$ cat src/rtl/pwm_capture_if.sv
// pwm_capture_if: register-side bundle for the PWM input-capture block.
//   cap_div      - tick prescaler, 0 disables capture
//   clear_status - one-cycle pulse, clears the sticky timeout flag
//   high_time    - last completed high time, in ticks
//   period       - last completed period (rise to rise), in ticks
//   cap_valid    - one-cycle pulse when high_time/period update
//   cap_count    - completed captures, wraps FF->00
//   timeout      - sticky, period counter saturated
//   level        - synchronized pwm_in
// master = register file side, slave = capture block side.
interface pwm_capture_if;
    logic [7:0]  cap_div;
    logic        clear_status;
    logic [15:0] high_time;
    logic [15:0] period;
    logic        cap_valid;
    logic [7:0]  cap_count;
    logic        timeout;
    logic        level;

    modport master (
        output cap_div, clear_status,
        input  high_time, period, cap_valid, cap_count, timeout, level
    );

    modport slave (
        input  cap_div, clear_status,
        output high_time, period, cap_valid, cap_count, timeout, level
    );
endinterface

$ cat src/rtl/pwm_capture.sv
// pwm_capture: measures an external PWM pin and reports its high time and
// period (rise to rise) in prescaled ticks.
//   clock  - system clock
//   reset  - asynchronous, active-low reset
//   pwm_in - asynchronous external PWM input
//   bus    - register-side bundle (see pwm_capture_if)
// The prescaler ticks once every cap_div clocks and is re-phased on every
// synchronized rise, so each measurement starts on a tick boundary.
module pwm_capture #(
    parameter int SYNC_STAGES = 2
) (
    input  logic          clock,
    input  logic          reset,
    input  logic          pwm_in,
    pwm_capture_if.slave  bus
);

    typedef enum logic [1:0] {
        ST_WAIT = 2'd0,
        ST_HIGH = 2'd1,
        ST_LOW  = 2'd2
    } state_t;

    state_t                 state_q, state_d;
    logic [SYNC_STAGES-1:0] sync_q, sync_d;
    logic                   hist_q, hist_d;
    logic [7:0]             pre_cnt_q, pre_cnt_d;
    logic [15:0]            per_cnt_q, per_cnt_d;
    logic [15:0]            hi_cnt_q, hi_cnt_d;
    logic [15:0]            high_time_q, high_time_d;
    logic [15:0]            period_q, period_d;
    logic [7:0]             cap_count_q, cap_count_d;
    logic                   cap_valid_q, cap_valid_d;
    logic                   timeout_q, timeout_d;

    logic       level, rise, fall, tick, enable;
    logic [8:0] pre_inc;

    assign level   = sync_q[SYNC_STAGES-1];
    assign rise    = level & ~hist_q;
    assign fall    = ~level & hist_q;
    assign enable  = |bus.cap_div;
    // A rise always counts as a tick so the new measurement starts aligned.
    assign tick    = (pre_cnt_q == 8'd0) | rise;
    assign pre_inc = {1'b0, pre_cnt_q} + 9'd1;

    always_comb begin
        sync_d = {sync_q[SYNC_STAGES-2:0], pwm_in};
        hist_d = sync_q[SYNC_STAGES-1];
    end

    always_comb begin
        state_d     = state_q;
        pre_cnt_d   = pre_cnt_q;
        per_cnt_d   = per_cnt_q;
        hi_cnt_d    = hi_cnt_q;
        high_time_d = high_time_q;
        period_d    = period_q;
        cap_count_d = cap_count_q;
        cap_valid_d = 1'b0;
        timeout_d   = bus.clear_status ? 1'b0 : timeout_q;

        if (!enable) begin
            state_d   = ST_WAIT;
            pre_cnt_d = 8'd0;
            per_cnt_d = 16'd0;
            hi_cnt_d  = 16'd0;
        end else begin
            // Compare in 9 bits: a lowered cap_div below pre_cnt wraps to 0.
            if (rise)
                pre_cnt_d = (bus.cap_div <= 8'd1) ? 8'd0 : 8'd1;
            else if (pre_inc >= {1'b0, bus.cap_div})
                pre_cnt_d = 8'd0;
            else
                pre_cnt_d = pre_inc[7:0];

            if (rise) begin
                if (state_q == ST_LOW) begin
                    high_time_d = hi_cnt_q;
                    period_d    = per_cnt_q;
                    cap_valid_d = 1'b1;
                    cap_count_d = cap_count_q + 8'd1;
                end
                state_d   = ST_HIGH;
                per_cnt_d = 16'd1;
                hi_cnt_d  = 16'd1;
            end else if (state_q == ST_HIGH || state_q == ST_LOW) begin
                if (tick && per_cnt_q == 16'hFFFF) begin
                    // Saturation beats a simultaneous fall and clear_status.
                    state_d   = ST_WAIT;
                    per_cnt_d = 16'd0;
                    hi_cnt_d  = 16'd0;
                    timeout_d = 1'b1;
                end else begin
                    if (tick) begin
                        per_cnt_d = per_cnt_q + 16'd1;
                        if (state_q == ST_HIGH && !fall)
                            hi_cnt_d = hi_cnt_q + 16'd1;
                    end
                    if (state_q == ST_HIGH && fall)
                        state_d = ST_LOW;
                end
            end else begin
                state_d = ST_WAIT;
            end
        end
    end

    always_ff @(posedge clock or negedge reset) begin
        if (!reset) begin
            state_q     <= ST_WAIT;
            sync_q      <= '0;
            hist_q      <= 1'b0;
            pre_cnt_q   <= 8'd0;
            per_cnt_q   <= 16'd0;
            hi_cnt_q    <= 16'd0;
            high_time_q <= 16'd0;
            period_q    <= 16'd0;
            cap_count_q <= 8'd0;
            cap_valid_q <= 1'b0;
            timeout_q   <= 1'b0;
        end else begin
            state_q     <= state_d;
            sync_q      <= sync_d;
            hist_q      <= hist_d;
            pre_cnt_q   <= pre_cnt_d;
            per_cnt_q   <= per_cnt_d;
            hi_cnt_q    <= hi_cnt_d;
            high_time_q <= high_time_d;
            period_q    <= period_d;
            cap_count_q <= cap_count_d;
            cap_valid_q <= cap_valid_d;
            timeout_q   <= timeout_d;
        end
    end

    assign bus.high_time = high_time_q;
    assign bus.period    = period_q;
    assign bus.cap_valid = cap_valid_q;
    assign bus.cap_count = cap_count_q;
    assign bus.timeout   = timeout_q;
    assign bus.level     = level;

endmodule

$ cat src/flat_wrapper.sv
// flat-port wrapper written by rule: the top's interface ports become plain ports
module pwm_capture_flat 
#(
    parameter int SYNC_STAGES = 2
)
  (clock, reset, pwm_in, bus_cap_div, bus_clear_status, bus_high_time, bus_period, bus_cap_valid, bus_cap_count, bus_timeout, bus_level);
  pwm_capture_if bus_i ();
  input  logic clock;
  input  logic reset;
  input  logic pwm_in;
  input wire logic [$bits(bus_i.cap_div)-1:0] bus_cap_div;
  input wire logic [$bits(bus_i.clear_status)-1:0] bus_clear_status;
  output wire logic [$bits(bus_i.high_time)-1:0] bus_high_time;
  output wire logic [$bits(bus_i.period)-1:0] bus_period;
  output wire logic [$bits(bus_i.cap_valid)-1:0] bus_cap_valid;
  output wire logic [$bits(bus_i.cap_count)-1:0] bus_cap_count;
  output wire logic [$bits(bus_i.timeout)-1:0] bus_timeout;
  output wire logic [$bits(bus_i.level)-1:0] bus_level;
  assign bus_i.cap_div = bus_cap_div;
  assign bus_i.clear_status = bus_clear_status;
  assign bus_high_time = bus_i.high_time;
  assign bus_period = bus_i.period;
  assign bus_cap_valid = bus_i.cap_valid;
  assign bus_cap_count = bus_i.cap_count;
  assign bus_timeout = bus_i.timeout;
  assign bus_level = bus_i.level;
  pwm_capture #(.SYNC_STAGES(SYNC_STAGES)) u_core (.clock(clock), .reset(reset), .pwm_in(pwm_in), .bus(bus_i));
endmodule
$ cat config.mk
export PLATFORM = sky130hd
export DESIGN_NAME = pwm_capture_flat
export DESIGN_NICKNAME = d
export VERILOG_FILES = /design/src/rtl/pwm_capture_if.sv /design/src/rtl/pwm_capture.sv /design/src/flat_wrapper.sv
export SDC_FILE = /design/constraint.sdc
export NUM_CORES = 1
export LEC_CHECK = 0
export CORE_MARGIN = 2
export CORE_UTILIZATION = 45
export CTS_CLUSTER_SIZE = 14
export DETAILED_ROUTE_END_ITERATION = 8
export PLACE_DENSITY = 0.63
export SKIP_LAST_GASP = 1
export SLEW_MARGIN = 20
export SYNTH_ARGS = -nofsm -noshare
export SYNTH_HDL_FRONTEND = slang
export SYNTH_SLANG_ARGS = --single-unit
$ cat constraint.sdc
create_clock -name clock -period 5.3 [get_ports clock]
set_clock_uncertainty 0.2 [all_clocks]
set_input_delay 0.53 -clock clock [delete_from_list [all_inputs] [get_ports clock]]
set_output_delay 0.53 -clock clock [all_outputs]
set_load 0.02 [all_outputs]
==> flow_summary.yaml, run 1 <==
route:
  wl_per_cell_um: 15.8
  drt_iter0_markers: 86
  met1_length_um: 4180
  drc: 0
  dr_wl_met2_um: 4400
  drt_wl_total_um: 9010
  top_layer: "met4"
  firstDrtPassIters: 4
  detail-route-antenna-nets: 0
  post_drt_via_cell_ratio: 5.53
  routed-via-count: 3146
  route.met3.wl_um: 351
power_and_ir_drop:
  p_switching_mw: 0.436
  pwr-share-clk_pct: 32.8
  power_leakage_nw: 2.18
  irDropWorstVdd_uv: 170
  comb_power_share_pct: 16.9
  pwr-share-seq_pct: 50.3
  p_sw_share_pct: 29.1
  total_power_mw: 1.50
  pwr_density_cell_mw_per_mm2: 288
  p_int_mw: 1.06
timing:
  fin_ws_ps: 2160
  fin_crit_ps: 3140
  worst_slew_pin_slew_ps: 985
  max_clock_freq_mhz: 319
  maxSlewHeadroom_pct: 33.8
  hold_viol_final: 0
  setup_violations: 0
  final_max_slew_viol_count: 0
  tns_ps: 0
  rsz0062_at_grt: "no"
  period_share_pct: 59.2
global_routing:
  grt_pass1_wl_um: 15300
  grt_max_degree: 88
  antenna_found_initial: 0
  grt_pass1_vias: 3202
  grt_usage_pct: 18.9
  gr-total-overflow: 0
setup_path:
  r2r_slack_ps: 2160
  r2r_end: "u_core.hi_cnt_q[10]"
  critPathSlowestCell: "nor3_1"
  cpMostUsedCell: "nand2_1"
  critPathRequiredTime_ps: 5310
  start_kind: "register"
  reg2reg_from: "u_core.per_cnt_q[0]"
  endpoint_kind: "register"
  worstPathCellList: "ha_1 -> nand2_1 -> nor3_1 -> nand3_1 -> nand2_1 -> nor2_1"
  critPathArrivalTime_ps: 3150
  crit_path_max_incr_delay_ps: 840
  rr_worst_depth: 6
  critical_path_class: "reg -> reg"
  crit_fanout: 22
outcome:
  status: "finished clean"
floorplan:
  num_rows: 35
  die_area_mm2: 0.0104
  die_h_um: 102
  start_util_pct: 46.4
  coreArea_mm2: 0.00928
  ios: 55
  die_w_um: 102
clock_network:
  cts_buffers: 9
  ctsHtreeMaxLevel: 3
  clock_sinks: 87
  post_cts_buffers: 0
  clk_pin_slew_ps: 90
  clk_latency_ps: 360
  root_buffer: "clkbuf_8"
  ctsLongestPathBuffers: 2
  postCtsHoldBufs: 0
  cts_resized: 0
  tritoncts: "built"
logic_synthesis:
  synth_cell_type_count: 50
  synth-simple-area-share_pct: 16.2
  syn_inst: 382
  yosys-top-cells-area: "dfrtp_1 (51%), mux2_2 (8.6%), xnor2_1 (4.9%), ha_1 (4.4%), a21oi_1 (2.3%)"
  ys.flop_type: "dfrtp_1"
  synth-edff-count: 0
  synthAdderAreaFrac_pct: 4.36
  synth_top_family_by_area: "simple AND/OR/NAND/NOR gates"
  synth-compound-area-share_pct: 11.1
  avgSynthCellArea_um2: 11.3
  async_flop_share_pct: 100
  synthMuxAreaShare_pct: 8.63
  yosysWarningCount: 0
  yosysTopAreaCellShare_pct: 50.6
  netlist_area_mm2: 0.00431
  synthXorXnorAreaFrac_pct: 6.30
  synth-seq-area-share_pct: 50.6
  synth-seq-cells: 87
  synth_nets: 409
  yosysTopAreaCell: "dfrtp_1"
finish:
  syn2layout_area_growth_pct: 20.6
  utilization_pct: 55.9
  num_antenna_cells: 0
  multiInputGateArea_mm2: 0.00201
  regArea_mm2: 0.00218
  layout-drive-gt1-share_pct: 15.5
  fin_nets: 462
  fill_cells: 813
placement:
  gp_congestion: 0.821
  numPortBuffers: 54
  hpwlAfterDp_um: 6160
  place_ws_ps: 1940
worst_hold_path:
  min_path_type: "in -> async"
flow_run:
  drv_cap: 0
==> per-stage QoR <==
step	area, µm²	cells	hold WS [ps]
finish	5190	569	2.44
global route	5190	569	78.9
CTS	5170	568	161
detailed placement	4950	552	142
global placement	4950	552	136
floorplan	4310	382	34.4
==> cells in the mapped netlist (5+ instances only) <==
cell,count
and3_1,6
a211oi_2,7
mux2_2,33
o21ai_0,9
xnor2_1,24
ha_1,15
xor2_1,7
nand2_1,18
a21oi_1,20
nand2b_1,5
nand4_1,14
clkbuf_1,12
nor2_1,26
inv_1,15
nand3_1,19
nor3b_1,7
dfrtp_1,87
==> flip-flops by register name, summed over array words and instances, names as in the netlist, 2 cells and up <==
| signal | count |
|---|---|
| u_core.hi_cnt_q | 16 |
| u_core.sync_q | 2 |
| u_core.pre_cnt_q | 8 |
| u_core.state_q | 2 |
| u_core.bus.cap_count | 8 |
| u_core.per_cnt_q | 16 |
| u_core.bus.period | 16 |
| u_core.bus.high_time | 16 |
==> area by class of cell <==
class                      count  share of cell area [%]
timing repair buffer          56                    11.0
tap                          129                    3.11
inverter                      15                    1.08
clock inverter                 5                    1.23
sequential                    87                    41.9
multi-input combinational    266                    38.8
clock buffer                  11                    2.92
==> placed cells by master, fill, tap and decap left out, types with 5 or more instances in the layout <==
cell / n
nor2_1: 25
dfrtp_1: 87
mux2_2: 33
nand4_1: 14
nor3b_1: 7
and3_1: 6
xnor2_1: 24
a211oi_2: 7
xor2_1: 7
clkbuf_8: 11
clkdlybuf4s50_1: 53
nand2_1: 18
nand3_1: 19
nand2b_1: 5
ha_1: 15
a21oi_1: 20
inv_1: 15
o21ai_0: 9
==> cells by family (layout without fill, tap and decap cells) <==
logic type      Yosys count  count (layout)
simple gates            124             124
flops                    87              87
compound gates           63              63
mux                      33              33
xor+xnor                 31              31
buf+inv                  29              87
fa+ha+maj                15              15
==> critical path, delay by kind of cell (launching register included) <==
kind	cells	cell delay, ps
flops	1	470
simple gates	5	1990
fa+ha+maj	1	330
==> power by group through the flow <==
| stage | clock (mW) | combinational, mW | sequential [mW] |
|---|---|---|---|
| floorplan | 0 | 0.164 | 0.763 |
| global placement | 0 | 0.251 | 0.763 |
| detailed placement | 0 | 0.254 | 0.765 |
| CTS | 0.506 | 0.257 | 0.752 |
| global route | 0.540 | 0.285 | 0.760 |
| finish | 0.491 | 0.254 | 0.753 |
==> how the worst max path moves through the flow <==
| stage | startpoint | end | slack (ps) |
|---|---|---|---|
| 6_report | u_core.per_cnt_q[0] | u_core.hi_cnt_q[10] | 2160 |
| 5_1_grt | u_core.per_cnt_q[0] | u_core.hi_cnt_q[2] | 1900 |
| 4_1_cts | u_core.per_cnt_q[0] | u_core.hi_cnt_q[3] | 2140 |
| 3_5_place_dp | bus_cap_div[5] | u_core.hi_cnt_q[10] | 1940 |
| 3_3_place_gp | bus_cap_div[5] | u_core.hi_cnt_q[3] | 2060 |
| 2_1_floorplan | u_core.pre_cnt_q[3] | u_core.hi_cnt_q[5] | 2800 |
==> routing by layer <==
metal | GRT usage, % | vias to the layer above
met5 | 0 | -
met4 | 7.08 | 0
met3 | 3.76 | 7
met2 | 30.5 | 64
met1 | 25.4 | 1574
li1 | - | 1501
No activity file was read; power rests on OpenSTA's default activity.
==> inputs of run 2 (changes only) <==
PLACE_DENSITY = 0.66   (was 0.63)
clock period = 2.7 ns   (was 5.3 ns; I/O delays follow)
==> flow_summary.yaml, run 2 (synthesized netlist as in run 1, its figures left out) <==
finish:
  num_antenna_cells: 0
  fill_cells: 811
  final_cell_mix: "dfrtp_1 (87), clkdlybuf4s50_1 (53), mux2_2 (33)"
  stdcell_area_mm2: 0.00542
  fin_nets: 481
  layout-drive-gt1-share_pct: 19.2
  utilization_pct: 58.4
  final_cells: 588
  final_common_cell: "dfrtp_1"
  multiInputGateArea_mm2: 0.00202
  syn2layout_area_growth_pct: 25.9
  regArea_mm2: 0.00218
setup_path:
  critPathRequiredTime_ps: 2780
  rr_worst_depth: 5
  critPathSlowestCell: "or4_4"
  crit_path_max_incr_delay_ps: 550
  cpMostUsedCell: "or4_4"
  start_kind: "register"
  endpoint_kind: "register"
  worstPathCellList: "or4_4 -> or4_4 -> a21oi_4 -> or4b_1 -> a21oi_1"
  crit_fanout: 9
  r2r_slack_ps: 120
  critical_path_class: "reg -> reg"
  critPathArrivalTime_ps: 2660
  reg2reg_from: "u_core.pre_cnt_q[4]"
  r2r_end: "u_core.hi_cnt_q[5]"
placement:
  numPortBuffers: 54
  dpl_cell_area_mm2: 0.00513
  gp_congestion: 0.868
  place_ws_ps: 42.8
  dp_cells: 571
  hpwlAfterDp_um: 6410
clock_network:
  cts_buffers: 9
  clock_sinks: 87
  post_cts_buffers: 0
  ctsHtreeMaxLevel: 3
  tritoncts: "built"
  clk_pin_slew_ps: 80
  root_buffer: "clkbuf_8"
  clk_latency_ps: 350
  ctsLongestPathBuffers: 2
timing:
  hold_viol_final: 0
  fin_crit_ps: 2580
  maxSlewHeadroom_pct: 59.2
  setup_violations: 0
  final_max_slew_viol_count: 0
  period_share_pct: 95.5
  worst_slew_pin_slew_ps: 610
  fin_ws_ps: 121
  max_clock_freq_mhz: 388
worst_hold_path:
  min_path_type: "in -> reg"
  hold_path_depth: 1
  holdPathEnd: "u_core.sync_q[0]"
  worstHoldStart: "pwm_in"
floorplan:
  die_area_mm2: 0.0104
  die_w_um: 102
  coreArea_mm2: 0.00928
  start_util_pct: 46.4
  die_h_um: 102
  num_rows: 35
  ios: 55
route:
  wl_per_cell_um: 15.8
  drt_wl_total_um: 9300
  drc: 0
  drt_iter0_markers: 150
  routed-via-count: 3191
  firstDrtPassIters: 4
  post_drt_via_cell_ratio: 5.43
  detail-route-antenna-nets: 0
power_and_ir_drop:
  pwr_density_cell_mw_per_mm2: 594
  irDropWorstVdd_uv: 338
  power_leakage_nw: 2.31
  total_power_mw: 3.22
outcome:
  status: "finished clean"
global_routing:
  grtUsageMet3_pct: 4.65
  grtUsageMet1_pct: 25.3
  grtUsageMet2_pct: 32.4
  gr-total-overflow: 0
  grt_pass1_vias: 3326
  grt_usage_pct: 19.4
  antenna_found_initial: 0
  grt_pass1_wl_um: 15800
  grt_most_used_layer: "met2"
  grt_max_degree: 48
flow_run:
  drv_cap: 0
[run 2: cell types whose count changed in the layout (fill, tap and decap cells not counted), sizes merged]
cell / before / now
clkinvlp: 1 / 0
clkbuf: 11 / 9
bufinv: 1 / 4
dlygate4sd3: 0 / 1
buf: 3 / 21
[run 2: report_power, final]
part           total (mW)  switching [mW]  internal, mW
sequential           1.47          0.0918          1.38
clock                1.18           0.473         0.711
combinational       0.566           0.299         0.267
total                3.22           0.864          2.36
[run 2: final cells by class]
type                       instances  area share [%]
sequential                        87            40.2
timing repair buffer              75            13.6
tap                              129            2.98
multi-input combinational        266            37.3
clock buffer                       9            2.29
inverter                          15            1.04
clock inverter                     7            2.63
[run 2: worst max-delay path: cells and delay by family (launching register included)]
kind	cells	cell delay, ps
and+or+nand+nor	3	1550
DFF	1	420
AOI/OAI and AO/OA	2	330
[run 2: per-stage QoR]
stage / setup TNS (ps) / hold slack (ps)
floorplan: 0 / -226
global placement: 0 / 94.3
detailed placement: 0 / 101
CTS: 0 / 141
global route: -13.8 / 148
finish: 0 / 151
[run 2: worst max path at each step]
stage	startpoint	end	slack (ps)	cells after the start
2_1_floorplan	u_core.pre_cnt_q[3]	u_core.hi_cnt_q[5]	200	5
3_3_place_gp	bus_cap_div[3]	u_core.hi_cnt_q[12]	110	7
3_5_place_dp	bus_cap_div[3]	u_core.per_cnt_q[6]	40	7
4_1_cts	u_core.pre_cnt_q[4]	u_core.hi_cnt_q[5]	40	5
5_1_grt	u_core.pre_cnt_q[0]	u_core.pre_cnt_q[0]	-10	8
6_report	u_core.pre_cnt_q[4]	u_core.hi_cnt_q[5]	120	5
[run 2: metal layers]
| layer | part of all wire (%) | vias to the layer above |
|---|---|---|
| met2 | 50 | 73 |
| met5 | 0 | - |
| met1 | 44 | 1576 |
| li1 | - | 1534 |
| met4 | 0.94 | 0 |
| met3 | 4.7 | 8 |
[run 2: repair_timing]
item                                   4_1_cts  5_1_grt
endpoints found under the hold margin       40        0
gates resized for setup                      0        3
setup endpoints to repair                    0        9
hold buffers                                 1        0
